## config.mk

```make
export PLATFORM = sky130hd
export DESIGN_NAME = music_tone_gen
export DESIGN_NICKNAME = d
export VERILOG_FILES = /design/src/rtl/music_tone_gen.sv
export SDC_FILE = /design/constraint.sdc
export NUM_CORES = 1
export LEC_CHECK = 0
export BUFFER_PORTS_ARGS = -buffer_cell sky130_fd_sc_hd__buf_4
export CAP_MARGIN = 5
export CORE_MARGIN = 5
export CORE_UTILIZATION = 35
export CTS_BUF_LIST = sky130_fd_sc_hd__clkbuf_16
export DETAILED_ROUTE_END_ITERATION = 7
export SLEW_MARGIN = 5
export SYNTH_ARGS = -nofsm -noshare
export SYNTH_HDL_FRONTEND = slang
export SYNTH_SLANG_ARGS = --single-unit
```

## constraint.sdc

```tcl
create_clock -name sys_clk -period 4.4 [get_ports sys_clk]
set_clock_uncertainty 0.2 [all_clocks]
set_input_delay 0.66 -clock sys_clk [delete_from_list [all_inputs] [get_ports sys_clk]]
set_output_delay 0.66 -clock sys_clk [all_outputs]
set_load 0.02 [all_outputs]
```

## src/rtl/music_tone_gen.sv

```systemverilog
// Tone-code to square-wave buzzer driver: registers the incoming code, retunes only on
// half-period boundaries and pulses flags on end-of-song and invalid codes.
module music_tone_gen #(
  parameter int unsigned CLK_FREQ_HZ = 50_000_000,
  parameter int unsigned CNT_W       = 20,
  parameter int unsigned END_CODE    = 22
) (
  input  logic       sys_clk,
  input  logic       sys_rst,
  input  logic [7:0] music_tone,
  input  logic       tone_mute,
  output logic       beep,
  output logic       tone_active,
  output logic       song_done,
  output logic       tone_err
);

  typedef enum logic [0:0] {StSilent, StPlay} state_e;

  localparam int unsigned NumNotes = 21;
  localparam int unsigned NoteHz [NumNotes + 1] = '{
    0,
    262, 294, 330, 349, 392, 440, 494,
    523, 587, 659, 698, 784, 880, 988,
    1047, 1175, 1319, 1397, 1568, 1760, 1976
  };

  logic [7:0]       r_tone_q;
  logic [7:0]       r_tone_prev_q;
  state_e           r_state_q;
  logic [CNT_W-1:0] r_cnt_q;
  logic [CNT_W-1:0] r_half_q;
  logic             r_beep_q;
  logic             r_done_q;
  logic             r_err_q;

  state_e           w_state_d;
  logic [CNT_W-1:0] w_cnt_d;
  logic [CNT_W-1:0] w_half_d;
  logic             w_beep_d;
  logic [CNT_W-1:0] w_half_tbl [32];
  logic [CNT_W-1:0] w_half_sel;
  logic             w_play_req;
  logic             w_boundary;
  logic             w_tone_chg;

  // Half-period table folded to constants at elaboration; unused slots read as rest.
  for (genvar gi = 0; gi < 32; gi++) begin : g_tbl
    if (gi >= 1 && gi <= NumNotes) begin : g_note
      assign w_half_tbl[gi] = CNT_W'(CLK_FREQ_HZ / (2 * NoteHz[gi]));
    end else begin : g_rest
      assign w_half_tbl[gi] = '0;
    end
  end

  assign w_half_sel = w_half_tbl[r_tone_q[4:0]];
  assign w_play_req = (r_tone_q != 8'd0) && (r_tone_q <= 8'(NumNotes)) &&
                      (r_tone_q < 8'(END_CODE)) && !tone_mute;
  assign w_boundary = (r_cnt_q == r_half_q - CNT_W'(1));
  assign w_tone_chg = (r_tone_q != r_tone_prev_q);

  always_comb begin
    w_state_d = r_state_q;
    w_cnt_d   = r_cnt_q;
    w_half_d  = r_half_q;
    w_beep_d  = r_beep_q;
    unique case (r_state_q)
      StSilent: begin
        w_beep_d = 1'b0;
        w_cnt_d  = '0;
        if (w_play_req) begin
          w_half_d  = w_half_sel;
          w_beep_d  = 1'b1;
          w_state_d = StPlay;
        end
      end
      StPlay: begin
        if (w_boundary) begin
          w_cnt_d = '0;
          // Pitch and stop decisions land only here so no runt pulse is emitted.
          if (w_play_req) begin
            w_beep_d = ~r_beep_q;
            w_half_d = w_half_sel;
          end else begin
            w_beep_d  = 1'b0;
            w_state_d = StSilent;
          end
        end else begin
          w_cnt_d = r_cnt_q + CNT_W'(1);
        end
      end
      default: w_state_d = StSilent;
    endcase
  end

  always_ff @(posedge sys_clk) begin
    if (sys_rst) begin
      r_tone_q      <= '0;
      r_tone_prev_q <= '0;
      r_state_q     <= StSilent;
      r_cnt_q       <= '0;
      r_half_q      <= '0;
      r_beep_q      <= 1'b0;
      r_done_q      <= 1'b0;
      r_err_q       <= 1'b0;
    end else begin
      r_tone_q      <= music_tone;
      r_tone_prev_q <= r_tone_q;
      r_state_q     <= w_state_d;
      r_cnt_q       <= w_cnt_d;
      r_half_q      <= w_half_d;
      r_beep_q      <= w_beep_d;
      r_done_q      <= w_tone_chg && (r_tone_q == 8'(END_CODE));
      r_err_q       <= w_tone_chg && (r_tone_q > 8'(END_CODE));
    end
  end

  assign beep        = r_beep_q;
  assign tone_active = (r_state_q == StPlay);
  assign song_done   = r_done_q;
  assign tone_err    = r_err_q;

endmodule

```

Word-level counts from Yosys, hierarchy flattened
Memories as Yosys holds them, arrays and structs flattened.
Cells that the tools add are included.
{"block": "totals", "elab_cells": 42, "ram_bits": 0, "reg_bits": 60, "out_inout_bits": 4, "latch_bits": 0, "mem_count": 1, "mem_bits_ro": 640, "inputBits": 11}
{"block": "op_classes", "n_bitwise": 3, "mux": 13, "addsub": 2, "reduce_logical": 7, "n_eq_ne": 4, "n_mul": 0, "shifts": 0, "order_cmp": 4, "div_mod_pow": 0}
{"memory": "(no name shown)", "depth": 32, "word_bits": 20, "read_ports": 1, "rd_clocked_by_memory_dff": 0, "write_ports": 0, "line_no": "56", "rtl": "assign w_half_sel = w_half_tbl[r_tone_q[4:0]];"}
{"cell": "two-way mux 20 bit", "count": 5}
{"cell": "case mux 20 bit (2 select lines)", "count": 2}
{"cell": "adder 20 x 1 -> 20 bit (second input constant)", "count": 1}
{"cell": "equality test 20 bit", "count": 1}
{"cell": "subtractor 20 x 1 -> 20 bit (second input constant)", "count": 1}
{"cell": "equality test 8 x 5 -> 1 bit (second input constant)", "count": 1}
{"cell": "> comparator 8 x 5 -> 1 bit (second input constant)", "count": 1}
{"cell": "less-or-equal comparator 8 x 5 -> 1 bit (second input constant)", "count": 1}
{"cell": "less-than comparator 8 x 5 -> 1 bit (second input constant)", "count": 1}
{"cell": "!= test 8 bit", "count": 1}
{"cell": "nonzero test 8 bit", "count": 1}
{"cell": "greater-or-equal comparator 6 bit (second input constant)", "count": 1}
{"cell": "inverter 5 -> 6 bit", "count": 1}
{"cell": "logical AND 1 bit", "count": 5}
{"cell": "two-way mux 1 bit", "count": 4}
{"cell": "case mux 1 bit (2 select lines)", "count": 2}
{"cell": "!= test 2 x 1 -> 1 bit (second input constant)", "count": 1}
{"cell": "inverter 1 bit", "count": 2}
{"cell": "logical NOT 1 bit", "count": 1}

Depth between registers and ports, before layout
Gate-level depths: netlist of the first run.
{"block": "depth", "depth_word": 7, "depth_mapped": 11, "depth_no_buf": 10}

Least setup slack after synthesis of the first run
No wires, ideal clock.
{"block": "synth_timing", "path_kind": "reg-to-reg", "from": "register r_half_q[0]", "to": "register r_half_q[12]", "arrival_ps": 2756, "period_less_slack_ps": 3090, "n_path_buf": 1, "slack_ps": 1310, "setup_ps": 134, "required_ps": 4066, "stages_incl_launch_ff": 12, "path_cell_list": "dfxtp_1 inv_1 ha_1 nand2b_1 or4_1 or3_4 a2111oi_4 nand4_2 o31a_1 nor2_2 buf_4 a211oi_1"}
{"block": "synth_via", "elab_chain_cells": 3}
{"element": "start: declaration", "line_no": "32", "rtl": "logic [CNT_W-1:0] r_half_q;"}
{"element": "start signal: assignment", "line_no": "111", "rtl": "r_half_q <= w_half_d;"}
{"element": "subtractor 20 x 1 -> 20 bit", "line_no": "59", "rtl": "assign w_boundary = (r_cnt_q == r_half_q - CNT_W'(1));"}
{"element": "equality test 20 bit", "line_no": "59"}
{"element": "!= test 2 x 1 -> 1 bit (no line)"}
Every way passes these cells.
A chain may end at the register's enable or synchronous reset.

Worst setup path after layout of the first run
{"block": "layout_timing", "from": "register r_half_q[0]", "to": "register r_cnt_q[4]"}
{"block": "layout_via", "elab_chain_cells": 4}
{"element": "subtractor 20 x 1 -> 20 bit", "line_no": "59"}
{"element": "equality test 20 bit", "line_no": "59"}
{"element": "two-way mux 20 bit", "line_no": "78", "rtl": "if (w_boundary) begin"}
{"element": "case mux 20 bit (2 select lines)", "line_no": "67", "rtl": "unique case (r_state_q)"}
{"element": "end signal: assignment", "line_no": "110", "rtl": "r_cnt_q <= w_cnt_d;"}
{"element": "end: declaration", "line_no": "31", "rtl": "logic [CNT_W-1:0] r_cnt_q;"}
Every way passes these cells.

==> out/results.env, run 1 <==
SYNTH_ENABLE_FLOP_CELLS=0
LEAKAGE_POWER_OF_THE_DESIGN_nW=1.50
TIMING.FINAL.SETUP_VIOLATIONS=0
SYNTH.TOP_CELLS.BY_AREA='sky130_fd_sc_hd__dfxtp_1, sky130_fd_sc_hd__nor2_1, sky130_fd_sc_hd__xor2_1'
TIMING.CRITICAL_PATH.ARRIVAL_PS=3610
WIRE_PER_INST_UM=14.8
DATA_REQUIRED_TIME_AT_THE_WORST_ENDPOINT_PS=4380
DIE_WIDTH_UM=111
POST_CTS_RESIZE_COUNT=0
ROUTE.DETAILED.DRC=0
CLK_ROOT_BUFFER_CELL='sky130_fd_sc_hd__clkbuf_16'
SEQUENTIALPOWERSHARE=0.373
LARGEST_NET_DEGREE_AT_THE_START_OF_GLOBAL_ROUTING=40
INITIALDRTVIOLATIONCOUNT=196
GLOBAL_ROUTE_WIRE_LENGTH_BEFORE_REPAIR_MM=14.9
RUN_STATUS='finished, final reports clean'
POSTPLACECELLAREA_SQ_UM=3770
CLOCK_INSERTION_DELAY_WORST_SKEW_PS=330
DESIGN_AREA_SQ_UM=4060
FINAL_NETS=474
TIMING.CRITICAL_PATH.MODE_CELL='sky130_fd_sc_hd__nand2b_1'
FMAXACHIEVABLE_GHz=0.276
SYN_TO_FINAL_GROWTH_PCT=12.9
HPWL_MM=6.14
SYN-CELL-AREA_SQ_UM=3590
PLACE.GP.CONGESTION=0.902
FIN_CRIT_SH=0.824
SHARE_OF_THE_SYNTHESIZED_AREA_IN_THE_TOP_CELL_TYPE=0.318
TRITONCTS_NUM_SINKS=57
DRT_PRE_ANTENNA_ITERS=5
EFFECTIVE_UTILIZATION_AT_FLOORPLAN=0.353
FILLER_CELL_COUNT=1048
IRDROPWORSTVDD_mV=0.258
TOTAL_SWITCHING_POWER_mW=0.476
FINAL.MIN_CLOCK_PERIOD_PS=3620
VIAS_PER_CELL=5.44
POST-CTS-SETUP-BUFFERS=0
TIMING_WORST_SLEW_PIN_VALUE_PS=924
ANT_NETS=0
LAYOUT.CORE_UTILIZATION=0.398
NET_COUNT_OF_THE_MAPPED_NETLIST=474
SYNTH_SEQ_AREA_SHARE=0.318
TIMING_WORST_SETUP_PATH_TYPE='flip-flop to flip-flop'
CRIT_PATH_MAX_DELAY_FAMILY='simple AND/OR/NAND/NOR gates'
POWER.CLOCK.FRACTION=0.435
DIODE_COUNT=0
FLOORPLAN.DIE.HEIGHT_UM=111
SYNTH_AREA_LEADER_CELL='sky130_fd_sc_hd__dfxtp_1'
VIA_COUNT=3225
DIE_AREA_SQ_UM=12400
INITIAL_ANTENNA_VIOLATION_COUNT=0
SYNTH.LIB_CELLS_USED.DISTINCT=64
NUMBER_OF_GLOBAL_ROUTE_VIAS_BEFORE_REPAIR=3040
CRITICAL_PATH_PEAK_FANOUT=20
CTS.CLK_SLEW.WORST_PATHS_PS=50
POWER_REPORT.INTERNAL_TOTAL_mW=1.05
FINAL-HOLD-VIOLATION-COUNT=0
SYNTH_COMMON_CELLS='sky130_fd_sc_hd__dfxtp_1, sky130_fd_sc_hd__nor2_1, sky130_fd_sc_hd__a21oi_1, sky130_fd_sc_hd__nand2_1, sky130_fd_sc_hd__xor2_1'
NET_SW_FRAC=0.313
CTS_MAX_PATH_BUFFERS=2
SYNTHESIS.INSTANCES=452
SYNTH-SEQ-CELLS=57
END_KIND='flip-flop'
DRV_CAP=0
HP-CLASS='flip-flop to flip-flop'
PORT_BUFFERS=14
SYN-MEAN-INSTANCE-AREA_SQ_UM=7.95
TIMING.CRITICAL_PATH.FROM_TYPE='flip-flop'
WL_MM=8.80
REPORT.FINAL.SLEW_VIOL_COUNT=0
CTS_MADE_BUFFERS=9
FINALSETUPTNS_PS=0
GRT_OVERFLOW_TOTAL=0
TRITONCTS='built'
SYNTH.YOSYS.WARNINGS=0
MOST_COMMON_FLOP_CELL_MAPPED_BY_YOSYS='sky130_fd_sc_hd__dfxtp_1'
CRITICAL_PATH_BUF_INV_COUNT=1
CORE_AREA_SQ_UM=10200
IOPINCOUNT=15
DRIVE_GT1_FRAC=0.101
YS_ASYNC_SR_FRACTION=0
CLOCK_TREE.HTREE_LEVEL_COUNT=3
TOTAL_POWER_PER_UNIT_CELL_AREA_nW_PER_UM2=375
TRACK_USAGE=0.145
RSZ0062_AT_GRT='no'
PATH_CELLS='inv_1 > ha_1 > nand2b_1 > or4_1 > or3_4 > a2111oi_4 > nand4_2 > o31a_1 > nand2b_1 > nor2_1'
CTS-HOLD-FIX-BUFFERS=0
WORST_SLEW_MARGIN_RELATIVE_TO_ITS_LIMIT=0.379
ROWS=37
POWER.SHARE.COMBINATIONAL=0.192
POWER.TOTAL_mW=1.52
CRIT_PATH_MAX_INCR_DELAY_PS=610
CRITICAL-PATH-SLOWEST-CELL='sky130_fd_sc_hd__nand2b_1'
[final timing paths]
path	startpoint	end	slack (ps)	cells past startpoint
max	r_half_q[0]	r_cnt_q[4]	780	10
min	r_cnt_q[0]	r_cnt_q[0]	300	1
max reg2reg	r_half_q[0]	r_cnt_q[4]	780	10
min reg2reg	r_cnt_q[0]	r_cnt_q[0]	300	1
[routing by layer]
layer / track usage / share of wire / vias to the layer above
met5: 0 / 0 / -
met4: 0.0503 / 0.022 / 0
met3: 0.0382 / 0.039 / 19
met2: 0.234 / 0.47 / 72
met1: 0.187 / 0.47 / 1507
li1: - / - / 1627
[flip-flops by register name, indices dropped and copies added, names as in the netlist]
name,flops
r_cnt_q,20
r_half_q,17
r_tone_prev_q,8
r_tone_q,8
beep,1
song_done,1
tone_active,1
tone_err,1
[cell type report]
cell class              instances  area [sq um]  share of cell area
repair buffers                 18           135              0.0333
clock buffers                   9           225              0.0555
clock inverters                 7          61.3              0.0151
inverters                      13          48.8              0.0120
well taps                     136           170              0.0419
multi-input cells             353          2280               0.561
flip-flops and latches         57          1140               0.281
[worst reg2reg max path, cell delays in order, from the launching register on]
cell and delay [ps]:
sky130_fd_sc_hd__dfxtp_1 350, sky130_fd_sc_hd__inv_1 70, sky130_fd_sc_hd__ha_1 220, sky130_fd_sc_hd__nand2b_1 110, sky130_fd_sc_hd__or4_1 420, sky130_fd_sc_hd__or3_4 390, sky130_fd_sc_hd__a2111oi_4 350, sky130_fd_sc_hd__nand4_2 190
sky130_fd_sc_hd__o31a_1 430, sky130_fd_sc_hd__nand2b_1 610, sky130_fd_sc_hd__nor2_1 130
[cell families (layout without fill, tap and decap cells)]
| logic type | Yosys count | in the layout | synth area share |
|---|---|---|---|
| AOI/OAI and AO/OA | 112 | 112 | 0.212 |
| xor gates and xnor gates | 39 | 39 | 0.0951 |
| adders and majority gates | 11 | 11 | 0.0383 |
| buffers and inverters | 42 | 47 | 0.0491 |
| DFF | 57 | 57 | 0.318 |
| muxes | 6 | 6 | 0.0202 |
| and+or+nand+nor | 185 | 185 | 0.268 |
[metrics by stage]
| step | hold WS [ps] | cells | setup slack, ps |
|---|---|---|---|
| 2_1_floorplan | 249 | 452 | 1310 |
| 3_3_place_gp | 281 | 577 | 900 |
| 3_5_place_dp | 286 | 577 | 761 |
| 4_1_cts | 300 | 593 | 747 |
| 5_1_grt | 314 | 593 | 555 |
| 6_report | 300 | 593 | 777 |
[cell usage in the layout, fill, tap and decap left out, types with 4 or more instances in the layout]
master                       n
sky130_fd_sc_hd__a211oi_1   11
sky130_fd_sc_hd__a21oi_1    38
sky130_fd_sc_hd__a311oi_1    4
sky130_fd_sc_hd__and3_1      9
sky130_fd_sc_hd__buf_4      18
sky130_fd_sc_hd__clkbuf_16   9
sky130_fd_sc_hd__dfxtp_1    57
sky130_fd_sc_hd__ha_1       11
sky130_fd_sc_hd__inv_1      12
sky130_fd_sc_hd__mux2i_1     5
sky130_fd_sc_hd__nand2_1    28
sky130_fd_sc_hd__nand2b_1    6
sky130_fd_sc_hd__nand3_1    16
sky130_fd_sc_hd__nand4_1     6
sky130_fd_sc_hd__nor2_1     57
sky130_fd_sc_hd__nor2b_1    16
sky130_fd_sc_hd__nor3_1     13
sky130_fd_sc_hd__nor4_1      9
sky130_fd_sc_hd__o211ai_1    4
sky130_fd_sc_hd__o21ai_0    17
sky130_fd_sc_hd__o22ai_1     7
sky130_fd_sc_hd__or3_1       4
sky130_fd_sc_hd__xnor2_1    16
sky130_fd_sc_hd__xor2_1     23
[power groups by stage]
stage               logic [mW]  registers (mW)  clock network, mW
global placement         0.285           0.578                  0
detailed placement       0.289           0.579                  0
CTS                      0.291           0.568              0.678
global route             0.325           0.572              0.701
floorplan                0.235           0.567                  0
finish                   0.292           0.569              0.662
No activity file was read; power rests on OpenSTA's default activity.
==> inputs of run 2 (changes only) <==
clock period = 3.2 ns   (was 4.4 ns; I/O delays follow)
==> out/results.env, run 2 (synthesis results as in run 1) <==
RUN_STATUS='finished, final reports clean'
TRACK_USAGE=0.152
NUMBER_OF_GLOBAL_ROUTE_VIAS_BEFORE_REPAIR=3205
FILLER_CELL_COUNT=1015
WL_MM=9.31
TRITONCTS='built'
LARGEST_REGISTER_FFS=20
CORE_AREA_SQ_UM=10200
TIMING_WORST_SLEW_PIN_VALUE_PS=458
POSTLAYOUTSETUPSLACKWORST_PS=38.7
VIAS_PER_CELL=5.37
LARGEST_NET_DEGREE_AT_THE_START_OF_GLOBAL_ROUTING=40
CTS.CLK_SLEW.WORST_PATHS_PS=60
PORT_BUFFERS=14
DRIVE_GT1_FRAC=0.190
CTS_MAX_PATH_BUFFERS=2
DRV_CAP=0
DIE_WIDTH_UM=111
CLOCK_TREE.HTREE_LEVEL_COUNT=3
HPWL_MM=6.56
TIMING.FINAL.SETUP_VIOLATIONS=0
CRIT_PATH_MAX_INCR_DELAY_PS=450
ROUTE.DETAILED.DRC=0
GLOBAL_ROUTE.USAGE.MET2=0.250
CLK_ROOT_BUFFER_CELL='sky130_fd_sc_hd__clkbuf_16'
FLOORPLAN.DIE.HEIGHT_UM=111
TIMING_WORST_SETUP_PATH_TYPE='flip-flop to flip-flop'
POWER.TOTAL_mW=2.34
LARGESTREGISTERS='r_cnt_q (20), r_half_q (17)'
FIN_CRIT_SH=0.988
TIMING.CRITICAL_PATH.FROM_TYPE='flip-flop'
TRITONCTS_NUM_SINKS=57
CTS_MADE_BUFFERS=9
CRITICAL_PATH_PEAK_FANOUT=6
TOP_USAGE_LAYER='met2'
DP_WORST_SETUP_SLACK_PS=-48.1
EFFECTIVE_UTILIZATION_AT_FLOORPLAN=0.353
FINAL_NETS=502
ROWS=37
MET1_USAGE_GRT=0.187
DIODE_COUNT=0
INITIALDRTVIOLATIONCOUNT=192
INITIAL_ANTENNA_VIOLATION_COUNT=0
PATH_CELLS='inv_2 > ha_4 > nand2b_4 > or4_4 > or3_4 > a2111oi_4 > nand4_2 > o31a_1 > nor2_4 > clkbuf_16 > a211oi_2'
GLOBAL_ROUTE_WIRE_LENGTH_BEFORE_REPAIR_MM=15.5
PLACE.GP.CONGESTION=0.896
R2R.WORST_PATH.CELLS=11
WORST_HOLD_PATH.NUM_CELLS=2
WIRE_PER_INST_UM=15.0
SYN_TO_FINAL_GROWTH_PCT=24.1
FINALSETUPTNS_PS=0
FINAL.MIN_CLOCK_PERIOD_PS=3160
RSZ0062_AT_GRT='yes'
CLOCK_INSERTION_DELAY_WORST_SKEW_PS=330
END_KIND='flip-flop'
TOTAL_POWER_PER_UNIT_CELL_AREA_nW_PER_UM2=526
FMAXACHIEVABLE_GHz=0.316
LEAKAGE_POWER_OF_THE_DESIGN_nW=1.69
HP-CLASS='primary input to flip-flop'
VIA_COUNT=3335
GRT_OVERFLOW_TOTAL=0
TIMING.CRITICAL_PATH.ARRIVAL_PS=3160
IOPINCOUNT=15
WORST_SLEW_MARGIN_RELATIVE_TO_ITS_LIMIT=0.694
DATA_REQUIRED_TIME_AT_THE_WORST_ENDPOINT_PS=3200
ANT_NETS=0
LARGEST_REGISTER='r_cnt_q'
CRITICAL-PATH-SLOWEST-CELL='sky130_fd_sc_hd__o31a_1'
DIE_AREA_SQ_UM=12400
GRT.MET3_USAGE=0.0393
MOSTFREQUENTLAYOUTCELL='sky130_fd_sc_hd__nor2_1'
REPORT.FINAL.SLEW_VIOL_COUNT=0
FIN_WORST_HOLD_SLACK_PS=151
LAYOUT.CELLS.MOST_COMMON_LIST='sky130_fd_sc_hd__nor2_1, sky130_fd_sc_hd__dfxtp_1, sky130_fd_sc_hd__buf_4'
CTS-HOLD-FIX-BUFFERS=0
FINAL-HOLD-VIOLATION-COUNT=0
DRT_PRE_ANTENNA_ITERS=4
IRDROPWORSTVDD_mV=0.284
## run 2: stage by stage
| step | instance area (sq um) | util | cells |
|---|---|---|---|
| after floorplan | 3590 | - | 452 |
| after global placement | 3990 | 0.392 | 601 |
| after detailed placement | 3990 | 0.392 | 601 |
| after CTS | 4320 | 0.424 | 617 |
| after global routing | 4460 | 0.438 | 621 |
| final | 4460 | 0.438 | 621 |
## run 2: layout make-up
type,instances,area [sq um],area share
tap,136,170,0.0382
inverter,13,48.8,0.0109
clock inverter,7,103,0.0230
multi-input combinational,353,2370,0.531
timing repair buffer,46,400,0.0898
clock buffer,9,225,0.0505
sequential,57,1140,0.257
## run 2: power by group
group	switching, mW	total (mW)	internal (mW)
sequential	0.0307	0.770	0.739
combinational	0.281	0.517	0.236
clock	0.368	1.06	0.689
total	0.680	2.34	1.66
## run 2: per-layer routing
metal | wire length, um | share of wire
met5 | 0 | 0
met2 | 4460 | 0.48
met4 | 261 | 0.028
met1 | 4240 | 0.46
met3 | 347 | 0.037
## run 2: worst paths after layout
path	slack, ps	start	end
max	40	r_half_q[0]	r_half_q[0]
min	150	music_tone[4]	r_tone_q[4]
max reg2reg	40	r_half_q[0]	r_half_q[0]
min reg2reg	280	beep	beep
## run 2: repair_timing
item / CTS / global route
setup buffers: 0 / 3
setup endpoints to repair: 12 / 37
pin swaps: 1 / 6
cloned: 0 / 1
resized for setup: 0 / 21
## run 2: critical path, delay by kind of cell, from the launching register on
kind / cells / cell delay, ps
flip-flops: 1 / 320
buffers and inverters: 2 / 250
adder cells (fa/ha/maj): 1 / 150
AO/OA/AOI/OAI: 3 / 820
AND/OR/NAND/NOR: 5 / 1290
